`config.mk`:
```
export PLATFORM = sky130hd
export DESIGN_NAME = execute_stage
export DESIGN_NICKNAME = d
export VERILOG_FILES = /design/src/rtl/execute_stage.sv
export SDC_FILE = /design/constraint.sdc
export NUM_CORES = 2
export LEC_CHECK = 0
export ABC_AREA = 1
export BUFFER_PORTS_ARGS = -buffer_cell sky130_fd_sc_hd__buf_4
export CAP_MARGIN = 15
export CORE_AREA = 2 2 423 425
export CTS_CLUSTER_SIZE = 30
export DETAILED_ROUTE_END_ITERATION = 8
export DIE_AREA = 0 0 425 427
export PLACE_DENSITY = 0.58
export RECOVER_POWER = 100
export SLEW_MARGIN = 20
export SYNTH_ARGS = -nofsm -noshare
export SYNTH_HDL_FRONTEND = slang
export SYNTH_SLANG_ARGS = --single-unit
```
`constraint.sdc`:
```
create_clock -name clk -period 20.1 [get_ports clk]
set_input_delay 4.02 -clock clk [delete_from_list [all_inputs] [get_ports clk]]
set_output_delay 4.02 -clock clk [all_outputs]
set_load 0.02 [all_outputs]
```
`src/rtl/execute_stage.sv`:
```
// rtl/execute_stage.sv - Decode/Execute pipeline register with forwarding muxes and scalar/vector ALUs
module execute_stage (
    input  logic          clk,
    input  logic          reset,
    input  logic [19:0]   ctrl_in,
    input  logic [15:0]   srcA_in,
    input  logic [15:0]   srcB_in,
    input  logic [127:0]  vsrcA_in,
    input  logic [127:0]  vsrcB_in,
    input  logic [4:0]    rs1_decode,
    input  logic [4:0]    rs2_decode,
    input  logic [4:0]    rd_decode,
    input  logic [2:0]    fwd_sel_a,
    input  logic [2:0]    fwd_sel_b,
    input  logic [15:0]   wb_data,
    input  logic [7:0]    mem_result,
    input  logic [127:0]  wb_vector,
    input  logic [127:0]  mem_vresult,
    output logic          wre_execute,
    output logic          vector_wre_execute,
    output logic          wme_a_execute,
    output logic          wme_b_execute,
    output logic          load_instruction,
    output logic [1:0]    sel_wb_execute,
    output logic [1:0]    sel_wb_vec_execute,
    output logic [4:0]    alu_op,
    output logic [4:0]    valu_op,
    output logic [15:0]   srcA_execute,
    output logic [15:0]   srcB_execute,
    output logic [127:0]  vsrcA_execute,
    output logic [127:0]  vsrcB_execute,
    output logic [4:0]    rs1_execute,
    output logic [4:0]    rs2_execute,
    output logic [4:0]    rd_execute,
    output logic [15:0]   alu_src_b,
    output logic [7:0]    alu_result,
    output logic [127:0]  valu_result
);

    // Bit 0 of the control word is reserved and intentionally dropped.
    logic ctrl_unused;
    assign ctrl_unused = ctrl_in[0];

    logic [7:0]   fwd_a;
    logic [15:0]  fwd_b;
    logic [127:0] vfwd_a;
    logic [127:0] vfwd_b;

    function automatic logic [7:0] alu8(input logic [4:0] op, input logic [7:0] a, input logic [7:0] b);
        logic [7:0] r;
        case (op)
            5'd0:    r = a + b;
            5'd1:    r = a - b;
            5'd2:    r = a & b;
            5'd3:    r = a | b;
            5'd4:    r = a ^ b;
            5'd5:    r = a << b[2:0];
            5'd6:    r = a >> b[2:0];
            5'd7:    r = a * b;
            5'd8:    r = a;
            5'd9:    r = b;
            default: r = 8'h00;
        endcase
        return r;
    endfunction

    always_ff @(posedge clk or negedge reset) begin
        if (!reset) begin
            wre_execute        <= 1'b0;
            vector_wre_execute <= 1'b0;
            wme_a_execute      <= 1'b0;
            wme_b_execute      <= 1'b0;
            sel_wb_execute     <= 2'd0;
            sel_wb_vec_execute <= 2'd0;
            alu_op             <= 5'd0;
            valu_op            <= 5'd0;
            load_instruction   <= 1'b0;
            srcA_execute       <= 16'd0;
            srcB_execute       <= 16'd0;
            vsrcA_execute      <= 128'd0;
            vsrcB_execute      <= 128'd0;
            rs1_execute        <= 5'd0;
            rs2_execute        <= 5'd0;
            rd_execute         <= 5'd0;
        end else begin
            wre_execute        <= ctrl_in[19];
            vector_wre_execute <= ctrl_in[18];
            wme_a_execute      <= ctrl_in[17];
            wme_b_execute      <= ctrl_in[16];
            sel_wb_execute     <= ctrl_in[15:14];
            sel_wb_vec_execute <= ctrl_in[13:12];
            alu_op             <= ctrl_in[11:7];
            valu_op            <= ctrl_in[6:2];
            load_instruction   <= ctrl_in[1];
            srcA_execute       <= srcA_in;
            srcB_execute       <= srcB_in;
            vsrcA_execute      <= vsrcA_in;
            vsrcB_execute      <= vsrcB_in;
            rs1_execute        <= rs1_decode;
            rs2_execute        <= rs2_decode;
            rd_execute         <= rd_decode;
        end
    end

    // Selects 3..7 are unassigned encodings and fall back to the captured operand.
    always_comb begin
        case (fwd_sel_a)
            3'd1:    fwd_a = wb_data[7:0];
            3'd2:    fwd_a = mem_result;
            default: fwd_a = srcA_execute[7:0];
        endcase
        case (fwd_sel_b)
            3'd1:    fwd_b = wb_data;
            3'd2:    fwd_b = {8'h00, mem_result};
            default: fwd_b = srcB_execute;
        endcase
        case (fwd_sel_a)
            3'd1:    vfwd_a = wb_vector;
            3'd2:    vfwd_a = mem_vresult;
            default: vfwd_a = vsrcA_execute;
        endcase
        case (fwd_sel_b)
            3'd1:    vfwd_b = wb_vector;
            3'd2:    vfwd_b = mem_vresult;
            default: vfwd_b = vsrcB_execute;
        endcase
    end

    assign alu_src_b  = fwd_b;
    assign alu_result = alu8(alu_op, fwd_a, fwd_b[7:0]);

    always_comb begin
        valu_result = '0;
        for (int i = 0; i < 16; i++) begin
            valu_result[8*i +: 8] = alu8(valu_op, vfwd_a[8*i +: 8], vfwd_b[8*i +: 8]);
        end
    end

endmodule

```
==> flow_summary.toml <==
[critical_path]
path_max_fanout = 82
crit_path_end_kind = "output port"
cpMostUsedCell = "nand2_1"
cp-start-kind = "input pin"
slowest_stage = "nand2_1"
arrival_ns = 13.30
path_class = "input pin to output port"
required_ns = 16.08
cpPeakStageDelay_ns = 1.55

[placement]
hpwl_mm = 227
io_buffers = 1083
gp_congestion = 1.02

[sta]
rsz0062_at_grt = "false"
slew_violations = 411
maxSlewHeadroom_pct = -316
hold_ws_ns = 3.48
tns_ns = 0
hold_violations = 0
period_needed_ns = 17.32
finalCritPeriodShare_pct = 86.1
max_freq_ghz = 0.0578
worstMarginPinSlew_ns = 6.24
setup_viol = 0

[drt]
vias_per_cell = 5.42
remaining_drc_errors = 0
initialDrtViolationCount = 6682
wire_per_inst_microns = 25.1
dr.pass1.iters = 9
ant_nets = 0
wl_mm = 294
via_count = 63500

[clock_network]
root_buffer = "clkbuf_16"
htreeDepth = 2
cts_buffer_depth = 3
postCtsHoldBufs = 0
path_clk_slew_ns = 0.06
tritoncts = "built"
ctsResizeCount = 0
numCtsBuffers = 43
clock-sinks = 322
cts_setup_buffers = 0

[die]
die_y_microns = 427
start_util_pct = 30.8
die_w_microns = 425
ioPinCount = 1085
core_sq_um = 177000
placementRows = 155
die_area_sq_um = 181000

[logic_synthesis]
synth_edf_count = 0
synth.distinct_cells = 64
ys_async_sr_fraction_pct = 100
syn-cell-area_sq_um = 54600
syn_nets = 9953
yosys_warnings = 0
yosysSeqAreaShare_pct = 14.8
ys_ff_latch = 322
synth_cells = 8425
synth_ff_type = "dfrtp_1"
syn_area_per_cell_sq_um = 6.48

[grt]
grt_pass1_wl_mm = 416
first_global_vias = 60400
grt_overflow = 0
track_usage_pct = 31.0
grt_max_degree = 91
antenna_found_initial = 33

[layout]
drive_gt1_share_pct = 9.95
nets = 10800
syn_to_final_growth_pct = 18.2

[power]
power.internal_uw = 1980
pwr-share-seq_pct = 18.0
p_clk_share_pct = 19.8
p_leak_uw = 0.0343
swShare_pct = 50.8
p_switching_uw = 2050
ir_drop_uv = 64.0
share_comb_of_total_power_pct = 62.1
cellPowerDensity_nw_per_um2 = 62.6

[outcome]
violations = "max-capacitance violations, max-slew violations"
status = "finished with violations"

[min_path]
hold_class = "input pin to register"

[run]
cap_violations = 9
-- state kept, by name, summed over array words and instances (netlist names) --
register / count
wme_b_execute: 1
valu_op: 5
rs2_execute: 5
vector_wre_execute: 1
sel_wb_vec_execute: 2
srcA_execute: 16
wme_a_execute: 1
sel_wb_execute: 2
srcB_execute: 16
vsrcB_execute: 128
vsrcA_execute: 128
rd_execute: 5
load_instruction: 1
wre_execute: 1
rs1_execute: 5
alu_op: 5
-- cells in the final DEF (no fill, tap or decap), types with 20 or more instances in the layout --
| master | count |
|---|---|
| a31oi_1 | 51 |
| o2111ai_1 | 63 |
| inv_1 | 1518 |
| clkbuf_16 | 44 |
| buf_4 | 376 |
| o211ai_1 | 110 |
| nand3_1 | 495 |
| a21oi_1 | 303 |
| a221oi_1 | 61 |
| or2_2 | 35 |
| dfrtp_1 | 322 |
| nor2_2 | 39 |
| a21oi_2 | 29 |
| nor2_1 | 742 |
| o21ai_0 | 393 |
| fa_1 | 221 |
| xor2_1 | 159 |
| nor3_1 | 42 |
| o22ai_1 | 216 |
| o221ai_1 | 56 |
| nand3b_1 | 63 |
| clkbuf_4 | 298 |
| a211oi_1 | 22 |
| ha_1 | 696 |
| a21o_1 | 24 |
| clkbuf_1 | 489 |
| nand4_1 | 20 |
| nand2_1 | 2193 |
-- worst max-delay path, delay by kind of cell --
family | cells | cell delay (ns)
buffers and inverters | 11 | 3.43
AOI/OAI and AO/OA | 2 | 0.37
adders and majority gates | 6 | 1.86
and+or+nand+nor | 12 | 3.22
xor gates and xnor gates | 1 | 0.18
-- kinds of logic after synthesis --
group | synth area share [%]
and+or+nand+nor | 27.8
xor gates and xnor gates | 2.86
buffers and inverters | 13.4
AOI/OAI and AO/OA | 16.9
adders and majority gates | 24.1
DFF | 14.8
muxes | 0.110
-- final cells by class --
cell class                 instances  area (sq um)
inverter                        1553          5850
fill                           19600        113000
clock inverter                    20           214
tap                             2355          2950
antenna                           14          35.0
sequential                       322          8060
clock buffer                      57          1200
multi-input combinational       6233         39200
timing repair buffer            1159          6950
-- layer usage --
layer	global-route usage, %	routed length, microns
met3	7.27	28800
met2	47.0	126000
met4	20.7	22400
met5	0.688	271
met1	39.2	116000
-- final timing paths --
check                               endpoint  slack, ns         start  depth (start not counted)
min in group asynchronous  vsrcB_execute[62]       5.58         reset                          1
hold / removal             vsrcA_execute[79]       3.48  vsrcA_in[79]                          1
setup / recovery            valu_result[119]       2.78  fwd_sel_b[1]                         32
max in group asynchronous  vsrcB_execute[66]       6.82         reset                          3
-- power by group through the flow --
| stage | Combinational (uW) | Clock (uW) | Sequential [uW] |
|---|---|---|---|
| final | 2510 | 800 | 728 |
| after global placement | 2470 | 0 | 739 |
| after CTS | 2540 | 823 | 727 |
| after detailed placement | 2520 | 0 | 737 |
| after global routing | 2820 | 846 | 729 |
| after floorplan | 1660 | 0 | 753 |
-- metrics by stage --
stage          utilization, %  total power [uW]  worst slack [ns]  area [sq um]  std cells
6_report                 36.4              4040              2.78         64500      11700
3_5_place_dp             36.6              3260              4.79         64900      11600
5_1_grt                  36.4              4400              2.31         64500      11700
4_1_cts                  37.4              4090              4.78         66300      11700
3_3_place_gp             36.6              3210              4.83         64900      11600
2_1_floorplan               -              2410              7.48         54600       8425
-- Yosys cell counts, drive strengths merged (14+ instances only) --
cell,count,share of area (%)
nand2,2202,15
inv,1543,11
nor2,793,5.7
ha,696,16
nand3,512,4.9
o21ai,404,3.7
a21oi,341,3.5
dfrtp,322,15
fa,221,8.1
o22ai,216,2.5
buf,177,1.8
xor2,159,2.6
clkbuf,140,0.96
o211ai,110,1.5
nand3b,63,0.87
o2111ai,63,1.0
a221oi,61,0.98
o221ai,56,0.90
a31oi,51,0.58
nor3,43,0.40
or2,37,0.42
a21o,24,0.33
a211oi,22,0.30
nand4,20,0.23
xnor2,19,0.30
a22o,17,0.27
o21bai,17,0.23
a2111oi,14,0.22
o31ai,14,0.19
Note: power is estimated with default switching activity, not from simulation.
